==> src/rtl/ram_pkg.sv <==
`default_nettype none
// ============================================================================
// ram_pkg : shared state encoding and default sizes for the RAM burst reader
// Revision: 1.0
// ============================================================================
package ram_pkg;

  localparam int ADDR_DEFAULT  = 10;
  localparam int WIDTH_DEFAULT = 8;

  typedef enum logic [1:0] {
    IDLE  = 2'd0,
    ISSUE = 2'd1,
    DRAIN = 2'd2
  } state_e;

endpackage
`default_nettype wire

==> src/rtl/stream_buf2.sv <==
`default_nettype none
// ============================================================================
// stream_buf2 : 2-entry registered FIFO, push without backpressure, valid/ready pop
// Revision: 1.0
// ============================================================================
module stream_buf2
  import ram_pkg::*;
#(
  parameter int DW = WIDTH_DEFAULT + 1
) (
  input  logic          clk,
  input  logic          rst,
  input  logic          in_valid,
  input  logic [DW-1:0] in_data,
  output logic          out_valid,
  input  logic          out_ready,
  output logic [DW-1:0] out_data,
  output logic [1:0]    count
);

  logic [DW-1:0] head_q, head_d;
  logic [DW-1:0] tail_q, tail_d;
  logic [1:0]    count_q, count_d;
  logic          pop;

  // The producer only pushes when a slot is guaranteed, so no input ready exists.
  always_comb begin
    pop     = (count_q != 2'd0) && out_ready;
    head_d  = head_q;
    tail_d  = tail_q;
    count_d = count_q;
    case (count_q)
      2'd0: begin
        if (in_valid) begin
          head_d  = in_data;
          count_d = 2'd1;
        end
      end
      2'd1: begin
        if (in_valid && pop) begin
          head_d = in_data;
        end else if (in_valid) begin
          tail_d  = in_data;
          count_d = 2'd2;
        end else if (pop) begin
          count_d = 2'd0;
        end
      end
      default: begin
        if (pop) begin
          head_d = tail_q;
          if (in_valid) begin
            tail_d = in_data;
          end else begin
            count_d = 2'd1;
          end
        end
      end
    endcase
  end

  always_ff @(posedge clk) begin
    if (rst) begin
      head_q  <= '0;
      tail_q  <= '0;
      count_q <= 2'd0;
    end else begin
      head_q  <= head_d;
      tail_q  <= tail_d;
      count_q <= count_d;
    end
  end

  assign out_valid = (count_q != 2'd0);
  assign out_data  = head_q;
  assign count     = count_q;

endmodule
`default_nettype wire

==> src/rtl/ram_burst_reader.sv <==
`default_nettype none
// ============================================================================
// ram_burst_reader : reads a wrapping burst from a 1-cycle-latency RAM into a stream
// Revision: 1.0
// ============================================================================
module ram_burst_reader
  import ram_pkg::*;
#(
  parameter int ADDR  = ADDR_DEFAULT,
  parameter int WIDTH = WIDTH_DEFAULT
) (
  input  logic             clk,
  input  logic             rst,
  input  logic             cmd_valid,
  output logic             cmd_ready,
  input  logic [ADDR-1:0]  cmd_addr,
  input  logic [ADDR-1:0]  cmd_len,
  output logic             ram_en,
  output logic             ram_we,
  output logic [ADDR-1:0]  ram_addr,
  input  logic [WIDTH-1:0] ram_dout,
  output logic             m_valid,
  input  logic             m_ready,
  output logic [WIDTH-1:0] m_data,
  output logic             m_last,
  output logic             busy
);

  localparam logic [ADDR-1:0] C_ONE = {{(ADDR-1){1'b0}}, 1'b1};

  state_e          state_q, state_d;
  logic [ADDR-1:0] addr_q, addr_d;
  logic [ADDR-1:0] cnt_q, cnt_d;
  logic            inflight_q, inflight_d;
  logic            inflight_last_q, inflight_last_d;

  logic [1:0]      buf_count;
  logic [1:0]      occupancy;
  logic [WIDTH:0]  buf_out;
  logic            pop;
  logic            issue;

  assign pop       = m_valid & m_ready;
  assign occupancy = buf_count + {1'b0, inflight_q};

  // A read may issue when its word is sure to find a slot; a full buffer never takes one.
  always_comb begin
    issue = 1'b0;
    if (state_q == ISSUE) begin
      issue = (occupancy < 2'd2) ||
              ((occupancy == 2'd2) && pop && (buf_count != 2'd2));
    end
  end

  always_comb begin
    state_d         = state_q;
    addr_d          = addr_q;
    cnt_d           = cnt_q;
    inflight_d      = issue;
    inflight_last_d = issue && (cnt_q == '0);
    case (state_q)
      IDLE: begin
        if (cmd_valid) begin
          addr_d  = cmd_addr;
          cnt_d   = cmd_len;
          state_d = ISSUE;
        end
      end
      ISSUE: begin
        if (issue) begin
          addr_d = addr_q + C_ONE;
          cnt_d  = cnt_q - C_ONE;
          if (cnt_q == '0) begin
            state_d = DRAIN;
          end
        end
      end
      DRAIN: begin
        if (pop && m_last) begin
          state_d = IDLE;
        end
      end
      default: state_d = IDLE;
    endcase
  end

  always_ff @(posedge clk) begin
    if (rst) begin
      state_q         <= IDLE;
      addr_q          <= '0;
      cnt_q           <= '0;
      inflight_q      <= 1'b0;
      inflight_last_q <= 1'b0;
    end else begin
      state_q         <= state_d;
      addr_q          <= addr_d;
      cnt_q           <= cnt_d;
      inflight_q      <= inflight_d;
      inflight_last_q <= inflight_last_d;
    end
  end

  stream_buf2 #(
    .DW (WIDTH + 1)
  ) u_obuf (
    .clk       (clk),
    .rst       (rst),
    .in_valid  (inflight_q),
    .in_data   ({inflight_last_q, ram_dout}),
    .out_valid (m_valid),
    .out_ready (m_ready),
    .out_data  (buf_out),
    .count     (buf_count)
  );

  assign m_data    = buf_out[WIDTH-1:0];
  assign m_last    = m_valid & buf_out[WIDTH];
  assign cmd_ready = (state_q == IDLE);
  assign busy      = (state_q != IDLE);
  assign ram_en    = issue;
  assign ram_we    = 1'b0;
  assign ram_addr  = addr_q;

endmodule
`default_nettype wire

==> config.mk <==
export PLATFORM = sky130hd
export DESIGN_NAME = ram_burst_reader
export DESIGN_NICKNAME = d
export VERILOG_FILES = /design/src/rtl/ram_pkg.sv /design/src/rtl/stream_buf2.sv /design/src/rtl/ram_burst_reader.sv
export SDC_FILE = /design/constraint.sdc
export NUM_CORES = 1
export LEC_CHECK = 0
export ABC_CLOCK_PERIOD_IN_PS = 2100
export CAP_MARGIN = 10
export CORE_ASPECT_RATIO = 1.4
export CORE_MARGIN = 10
export CORE_UTILIZATION = 52
export CTS_BUF_LIST = sky130_fd_sc_hd__clkbuf_4
export DETAILED_ROUTE_END_ITERATION = 8
export GPL_TIMING_DRIVEN = 0
export PLACE_DENSITY = 0.85
export SLEW_MARGIN = 40
export SYNTH_ARGS = -nofsm -noshare
export SYNTH_HDL_FRONTEND = slang
export SYNTH_SLANG_ARGS = --single-unit
==> constraint.sdc <==
create_clock -name clk -period 2.1 [get_ports clk]
set_input_delay 0.525 -clock clk [delete_from_list [all_inputs] [get_ports clk]]
set_output_delay 0.525 -clock clk [all_outputs]
set_load 0.05 [all_outputs]
==> metrics, run 1 <==
Synth Instances=292; status=finished, violations left; R2R depth=5; total track usage=0.1761; core box area=4608 um2; filler cell count=395; reg2reg end=cnt_q[4]$_SDFFE_PP0P_; Max Fclk=457.4 MHz; unrepaired setup endpoints after global routing=true; Routed WL=7158 um; static leakage=1.357 nW; Synth-to-Final Area Change=28.59%; Starting Density=0.5441; crit path capture type=primary output; met1 Usage GRT=0.1901; total grt overflow=0; ANT cells=0; R2R Path Start=inflight_q$_SDFF_PP0_; Synth top area share=0.3513; Ys Warns=0; setup slack after layout=-0.08629 ns; drt first pass iters=4; gpl congestion=around 0.92; layout cells sized above 1=0.1517; GR Util met2=0.3141; r2r setup slk=0.24 ns; Crit path required time=roughly 1.6 ns; CTS clk-pin slew, worst paths=0.13 ns; Yosys reg bits=44; I/O pin count=56; clock skew=0.005606 ns; Mapped Nets=327; Max Cap Viol=0; HPWL Detailed=between 5000 and 6000 um; CP startpoint kind=register; clk sinks=44; H-tree level count=2; clk root buf=clkbuf_4; initial antenna violation count=0; Final Cycle Share=1.041; CTS Buf Count=5; DP Area=3105 um2; die span in y=102.2 um; final setup fails=1; Hold EP=u_obuf.tail_q[8]$_SDFFE_PP0P_; Post-Syn Area=~2500 um2; Final Non-Filler Cells=between 400 and 500; Synth area leader=dfxtp_1; most frequent cell after synthesis=dfxtp_1; CTS tree=done; Worst path slowest cell=dfxtp_4; Synth Area per Inst=roughly 8.6 um2; Residual DRC=0; WP data arrival=1.66 ns; worst-path fanout max=8; slew at the pin with the worst max-slew slack=~0.65 ns; met3 Usage GRT=0.05360; Hold Startpoint=inflight_last_q$_SDFF_PP0_; wire per inst=17.12 um; hold path cells=2; Port-buffer cells=52; CP max stage delay=~0.40 ns; clk buf depth=2; first-pass GRT wire length=11,670 um; Die Span X=between 70 and 80 um; critical path type=reg2out; worst vdd ir=roughly 0.5 mV; Slew HR=0.5677; floorplan row count=29; most crowded layer after global routing=met2; worst min path class=reg2reg; DRT iter0 DRCs=169; Final Hold Viols=0; largest net degree at the start of global routing=14; fin. max-slew vios=0; sequential area share after synthesis=0.3513; post-route cell area=3224 um2; clock period minus worst slack=2.186 ns; largest cells by area after synthesis=dfxtp_1, mux2i_1, a211oi_1; hold buffers post-CTS=0; Most used DFF post-synth=dfxtp_1; via count=2,509; DP Cell Count=between 400 and 500; Yosys cell types=62; worst path cell trace=ha_4 > and3b_2 > o21ai_4 > inv_2 > buf_6; number of synthesized flops with an enable pin=0; Async SR Flop Fraction=0; Final ANT Viol Nets=0; die area=8038 um2; failing checks=setup timing; CP top delay family=flip-flops; Pwr Density=roughly 750 nW/um2; Nets=390; clock latency on the worst-skew pair=0.36 ns; Buffers & Inverters on Critical Path=2; Post-synth top cells=dfxtp_1, nor2_1, mux2i_1; vias per cell=6.002; vias in the first global route=2,456
-- layout by cell type, fill, tap and decap left out, types with 3 or more instances in the layout --
cell type | netlist | final
nor3_1 | 8 | 8
buf_6 | 3 | 5
nand2_1 | 17 | 17
a211oi_1 | 17 | 17
o211ai_1 | 3 | 3
nor2_1 | 33 | 33
nand2b_1 | 4 | 4
mux2i_1 | 18 | 18
dfxtp_1 | 44 | 42
a31oi_1 | 5 | 5
buf_2 | 7 | 8
a311oi_1 | 4 | 4
inv_1 | 14 | 13
clkdlybuf4s50_1 | 0 | 29
a41o_1 | 3 | 3
clkbuf_4 | 0 | 7
nand3_1 | 6 | 6
nand4_1 | 3 | 3
nor4_1 | 4 | 4
o21ai_0 | 11 | 11
clkbuf_1 | 4 | 4
dlygate4sd2_1 | 0 | 17
buf_4 | 11 | 15
o32ai_1 | 3 | 3
nand3b_1 | 3 | 3
a21oi_1 | 16 | 16
-- flip-flops by register name, summed over array words and instances, names as in the netlist --
signal           flops
cnt_q               10
inflight_last_q      1
inflight_q           1
ram_addr            10
state_q              2
u_obuf.count         2
u_obuf.out_data      9
u_obuf.tail_q        9
-- how the worst max path moves through the flow --
| stage | cells after the start | to | slack, ns | start |
|---|---|---|---|---|
| 2_1_floorplan | 4 | ram_en | 0.20 | u_obuf.count[0]$_SDFFE_PP0P_ |
| 3_3_place_gp | 5 | ram_en | -0.57 | u_obuf.count[0]$_SDFFE_PP0P_ |
| 4_1_cts | 5 | ram_en | -0.20 | u_obuf.count[0]$_SDFFE_PP0P_ |
| 5_1_grt | 5 | ram_en | -0.13 | u_obuf.count[0]$_SDFFE_PP0P_ |
| 3_5_place_dp | 5 | ram_en | -0.57 | u_obuf.count[0]$_SDFFE_PP0P_ |
| 6_report | 5 | ram_en | -0.09 | u_obuf.count[0]$_SDFFE_PP0P_ |
-- report_power, final --
| part | internal, mW | switching, mW |
|---|---|---|
| logic | 0.336 | 0.522 |
| registers | 0.916 | 0.0991 |
| clock network | 0.263 | 0.279 |
-- worst reg2reg max path, cell delays in order (launching register included) --
cell and delay (ns):
dfxtp_4 0.40, ha_4 0.24, nand3b_2 0.30, a21oi_1 0.34, a41oi_1 0.20, a32o_1 0.30
-- area by class of cell --
type                            count  area, um2  share of cell area
Inverter                           14      52.55             0.01630
Multi-Input combinational cell    208       1434              0.4447
Timing Repair Buffer               56      519.2              0.1610
Clock inverter                      2      35.03             0.01087
Clock buffer                        6      45.04             0.01397
Tap cell                           62      77.57             0.02406
Buffer                             26      172.7             0.05355
Sequential cell                    44      888.4              0.2755
-- timing repair --
item,CTS,global route
setup endpoints to repair,22,6
setup buffers,1,3
cloned,0,0
resized for setup,43,14
pin swaps,1,1
-- cells by family (layout without fill, tap and decap cells) --
logic type | count (synthesis) | in the layout | synth area share
simple gates | 97 | 97 | 0.2016
fa+ha+maj | 3 | 3 | 0.01497
other cells | 1 | 1 | 0.001496
flops | 44 | 44 | 0.3513
mux | 18 | 18 | 0.07186
buf+inv | 40 | 104 | 0.08882
compound gates | 86 | 86 | 0.2520
xor+xnor | 3 | 3 | 0.01797
-- metrics by stage --
stage / worst slack [ns] / hold WS (ns) / utilization / setup TNS [ns] / power, mW
after CTS: -0.1990 / 0.5099 / 0.6894 / -0.1990 / 2.398
after detailed placement: -0.5729 / 0.4795 / 0.6739 / -1.303 / 1.891
after global routing: -0.1290 / 0.5383 / 0.6997 / -0.1290 / 2.532
final: -0.08629 / 0.5070 / 0.6997 / -0.08629 / 2.414
after global placement: -0.5690 / 0.4697 / 0.6739 / -1.095 / 1.878
after floorplan: 0.1950 / 0.4596 / - / 0 / 1.610
-- routing by layer --
| layer | routed length [um] | part of all wire | up-vias |
|---|---|---|---|
| met5 | 0 | 0 | - |
| met4 | 193 | 0.027 | 0 |
| met3 | 590 | 0.082 | 18 |
| li1 | - | - | 1197 |
| met2 | 3580 | 0.50 | 119 |
| met1 | 2793 | 0.39 | 1175 |
Note: power is estimated with default switching activity, not from simulation.
==> run 2, diff against run 1 <==
--- a/config.mk
+++ b/config.mk
@@ -6,9 +6,9 @@
 export NUM_CORES = 1
 export LEC_CHECK = 0
 export ABC_CLOCK_PERIOD_IN_PS = 2100
-export CAP_MARGIN = 10
+export CAP_MARGIN = 20
 export CORE_ASPECT_RATIO = 1.4
-export CORE_MARGIN = 10
+export CORE_MARGIN = 3
 export CORE_UTILIZATION = 52
 export CTS_BUF_LIST = sky130_fd_sc_hd__clkbuf_4
 export DETAILED_ROUTE_END_ITERATION = 8
==> run 2 against run 1 <==
Against the previous run: the flow still finishes with violations (setup timing); non-clock buffer count up 2; worst setup slack hardly changed; clock power about the same; fmax about the same; core utilization up 0.71 points; die area fell by 29%; combinational power increased by 1%; critical path depth unchanged; via count rose by 1.1%; register-to-register slack got worse by 0.16 ns; final cell count increased by 0.48%.
==> metrics, run 2 (synthesis results as in run 1) <==
Crit path required time=about 1.6 ns; CTS clk-pin slew, worst paths=approximately 0.13 ns; Worst path slowest cell=dfxtp_4; setup tns final=-0.08612 ns; Hold Startpoint=inflight_last_q$_SDFF_PP0_; static leakage=1.359 nW; hold path cells=2; switching power=roughly 900 uW; Nets=392; Cell Int Power=1.522 mW; final setup fails=1; clk buf depth=2; Crit path depth=5; clk sinks=44; via count=between 2,000 and 3,000; total grt overflow=0; fin. max-slew vios=0; most frequent cells in the layout=dfxtp_1, nor2_1, clkdlybuf4s50_1; largest net degree at the start of global routing=14; layout cells sized above 1=0.1536; failing checks=setup timing; clk root buf=clkbuf_4; Final Cycle Share=1.041; ANT cells=0; status=finished, violations left; setup slack after layout=-0.08612 ns; Max Cap Viol=0; combinational share of power=0.358; Routed WL=6926 um; CTS Buf Count=5; Max Fclk=457.4 MHz; first-pass GRT wire length=11,490 um; total track usage=0.2548; crit path launch=u_obuf.count[0]$_SDFFE_PP0P_; worst vdd ir=0.5118 mV; I/O pin count=56; Residual DRC=0; die area=5703 um2; slew at the pin with the worst max-slew slack=0.6089 ns; clock latency on the worst-skew pair=0.36 ns; DRT iter0 DRCs=126; vias per cell=6.040; gpl congestion=0.8582; Final ANT Viol Nets=0; reg2reg end=cnt_q[0]$_SDFFE_PP0P_; critical path type=reg2out; die span in y=88.16 um; Die Span X=roughly 65 um; worst min path class=reg2reg; Reg power frac=0.419; Clock Power Share=0.223; WP data arrival=1.66 ns; HPWL Detailed=~5000 um; Pwr Density=744.4 nW/um2; commonest non-fill, non-tap cell in the layout=dfxtp_1; worst path cell trace=ha_4 > and3b_2 > o21ai_4 > inv_2 > buf_8; core box area=4608 um2; Slew HR=0.5941; switching share of power=0.3721; clock skew=~0.0096 ns; drt first pass iters=6; Port-buffer cells=52; H-tree level count=2; post-route cell area=3257 um2; floorplan row count=29; wire per inst=16.49 um; unrepaired setup endpoints after global routing=true; CP top delay family=flip-flops; Final Hold Viols=0; total power draw=2.424 mW; CP max stage delay=0.40 ns; CP startpoint kind=register; R2R depth=6; Hold EP=u_obuf.tail_q[8]$_SDFFE_PP0P_; r2r setup slk=0.08 ns; worst-path fanout max=8; crit path capture type=primary output; Synth-to-Final Area Change=29.89%; Starting Density=0.5441; initial antenna violation count=0; vias in the first global route=2,426; DP Area=approximately 3100 um2; clock period minus worst slack=roughly 2.2 ns; CTS tree=done; R2R Path Start=u_obuf.count[0]$_SDFFE_PP0P_; Buffers & Inverters on Critical Path=2
## run 2: changes by cell type in the layout (fill, tap and decap cells not counted), sizes merged
cell	change
dlymetal6s2s	-1
dlygate4sd2	+1
clkdlybuf4s50	+1
buf	+1
## run 2: worst min-delay path, stage by stage (launching register included)
cell,delay (ns)
dfxtp_1,0.34
mux2i_1,0.06
nor2_1,0.07
## run 2: routing by layer
metal,share of wire,track usage,vias to the layer above
met3,0.067,0.04236,29
li1,-,-,1205
met4,0.036,0.1135,0
met1,0.39,0.2998,1189
met2,0.51,0.4530,114
met5,0,0,-
## run 2: power groups by stage
stage | Combinational (mW) | Sequential [mW] | Clock (mW)
2_1_floorplan | 0.511 | 1.10 | 0
3_3_place_gp | 0.844 | 1.03 | 0
3_5_place_dp | 0.859 | 1.03 | 0
4_1_cts | 0.836 | 1.01 | 0.543
5_1_grt | 0.938 | 1.03 | 0.584
6_report | 0.869 | 1.02 | 0.540
## run 2: worst max-delay path by stage
stage / to
final: ram_en
after global routing: ram_en
after CTS: ram_en
after detailed placement: ram_en
after global placement: ram_en
after floorplan: ram_en
## run 2: repair_timing
action,CTS,global route
hold buffers,0,0
endpoints found under the setup margin,22,5
resized for setup,42,15
buffers inserted,1,5
pin swaps,1,2
cloned,0,0
endpoints found under the hold margin,0,0
## run 2: stage by stage
stage / setup slack [ns] / std cells / utilization / hold slack, ns
4_1_cts: -0.1650 / 415 / 0.6897 / 0.5080
2_1_floorplan: 0.1950 / 292 / - / 0.4596
3_5_place_dp: -0.5802 / 406 / 0.6739 / 0.4792
5_1_grt: -0.1286 / 420 / 0.7068 / 0.5440
3_3_place_gp: -0.5788 / 406 / 0.6739 / 0.4695
6_report: -0.08612 / 420 / 0.7068 / 0.5029
## run 2: layout make-up
class	count	area (um2)
tap	62	77.57
buffer	26	172.7
timing repair buffer	58	541.8
clock inverter	2	35.03
fill	405	1351
clock buffer	6	45.04
multi-input combinational	208	1444
inverter	14	52.55
sequential	44	888.4
==> run 3, diff against run 2 <==
==> constraint.sdc (replaced) <==
create_clock -name clk -period 2.1 [get_ports clk]
set_input_delay 0.525 -clock clk [delete_from_list [all_inputs] [get_ports clk]]
set_output_delay 0.525 -clock clk [all_outputs]
set_load 0.02 [all_outputs]
==> run 3 against run 2 <==
Against the previous run: the flow still finishes with violations (setup timing); clock skew shrank 0.0044 ns; combinational power shrank 11%; global-route usage grew 0.72 points; flip-flop and latch count is the same; die area is the same; sequential power is essentially flat; worst setup slack gained 0.038 ns; core utilization grew 0.27 points; register-to-register slack gained 0.02 ns; non-clock buffer count is the same; largest power group unchanged.
==> metrics, run 3 (synthesis results as in run 1) <==
Worst path slowest cell=dfxtp_4; Final Hold Viols=0; worst min path class=reg2reg; I/O pin count=56; setup slack after layout=-0.04841 ns; DP Area=about 3100 um2; vias per cell=approximately 6.1; drt first pass iters=4; die span in y=88.16 um; first-pass GRT wire length=11,760 um; CP startpoint kind=register; final setup fails=1; static leakage=1.292 nW; CTS clk-pin slew, worst paths=0.13 ns; via count=2,541; Max Cap Viol=0; total track usage=0.2620; CTS Buf Count=5; wire per inst=16.83 um; Port-buffer cells=52; initial antenna violation count=0; gpl congestion=between 0.8 and 0.9; unrepaired setup endpoints after global routing=true; crit path capture type=primary output; Pwr Density=714.0 nW/um2; total grt overflow=0; ANT cells=0; Residual DRC=0; layout cells sized above 1=0.1592; status=finished, violations left; core box area=4608 um2; DRT iter0 DRCs=roughly 130; Routed WL=7070 um; H-tree level count=2; worst path cell trace=ha_4 > and3b_2 > o21ai_4 > inv_2 > buf_6; commonest non-fill, non-tap cell in the layout=clkdlybuf4s50_1; Final Non-Filler Cells=420; HPWL Detailed=5011 um; worst vdd ir=0.4828 mV; clk sinks=44; die area=5703 um2; clock skew=roughly 0.0052 ns; critical path type=reg2out; CTS tree=done; DP Cell Count=406; total power draw=~2.3 mW; Synth-to-Final Area Change=30.39%; post-route cell area=3269 um2; failing checks=setup timing; fin. max-slew vios=0; Crit path required time=roughly 1.6 ns; Final Cycle Share=1.023; CP max stage delay=0.39 ns; Final ANT Viol Nets=0; clk root buf=clkbuf_4; WP data arrival=1.62 ns; clk buf depth=2; clock period minus worst slack=approximately 2.1 ns; Starting Density=0.5441; Slew HR=0.6095; setup slack at placement=-0.3809 ns; floorplan row count=29; most frequent cells in the layout=clkdlybuf4s50_1, dfxtp_1, nor2_1; worst-path fanout max=6; clock latency on the worst-skew pair=0.36 ns; Die Span X=64.69 um; largest net degree at the start of global routing=14; slew at the pin with the worst max-slew slack=0.5857 ns; vias in the first global route=2,490; Nets=about 400; Max Fclk=465.5 MHz; Hold WS=0.5062 ns
==> run 3: per-stage QoR <==
| step | TNS (ns) | util |
|---|---|---|
| 2_1_floorplan | 0 | - |
| 3_3_place_gp | -0.7751 | 0.6739 |
| 3_5_place_dp | -1.010 | 0.6739 |
| 4_1_cts | -0.1082 | 0.7051 |
| 5_1_grt | -0.08486 | 0.7095 |
| 6_report | -0.04841 | 0.7095 |
==> run 3: power by group <==
group	switching [mW]	internal (mW)	total, mW
logic	0.409	0.365	0.773
registers	0.0983	0.916	1.01
clock network	0.284	0.263	0.546
total	0.790	1.54	2.33
==> run 3: cell type report <==
type                    count  area, um2
multi-input cells         208       1446
fillers                   390       1339
flip-flops and latches     44      889.6
repair buffers             58      550.5
plain buffers              26      172.7
well taps                  62      77.57
inverters                  14      52.55
clock buffers               6      45.04
clock inverters             2      35.03
==> run 3: worst paths after layout <==
path | startpoint | to | slack, ns | cells past startpoint
max | inflight_q$_SDFF_PP0_ | ram_en | -0.05 | 5
min | u_obuf.out_data[8]$_SDFFE_PP0P_ | u_obuf.out_data[8]$_SDFFE_PP0P_ | 0.51 | 2
max reg2reg | u_obuf.count[0]$_SDFFE_PP0P_ | cnt_q[0]$_SDFFE_PP0P_ | 0.10 | 6
min reg2reg | u_obuf.out_data[8]$_SDFFE_PP0P_ | u_obuf.out_data[8]$_SDFFE_PP0P_ | 0.51 | 2
==> run 3: per-layer routing <==
layer	vias to the layer above	share of wire	global-route usage	routed length (um)
li1	1205	-	-	-
met1	1184	0.37	0.2966	2605
met2	127	0.52	0.4756	3655
met3	25	0.082	0.05006	582
met4	0	0.032	0.1154	228
met5	-	0	0	0
==> run 3: critical path, delay by kind of cell, from the launching register on <==
family	cells	cell delay, ns
fa+ha+maj	1	0.26
simple gates	1	0.23
buf+inv	2	0.17
flops	1	0.39
compound gates	1	0.20
==> run 3: timing repair <==
item / 4_1_cts / 5_1_grt
endpoints found under the setup margin: 5 / 4
hold endpoints to repair: 0 / 0
hold buffers: 0 / 0
setup buffers: 4 / 2
pin swaps: 1 / 2
resized for setup: 21 / 10
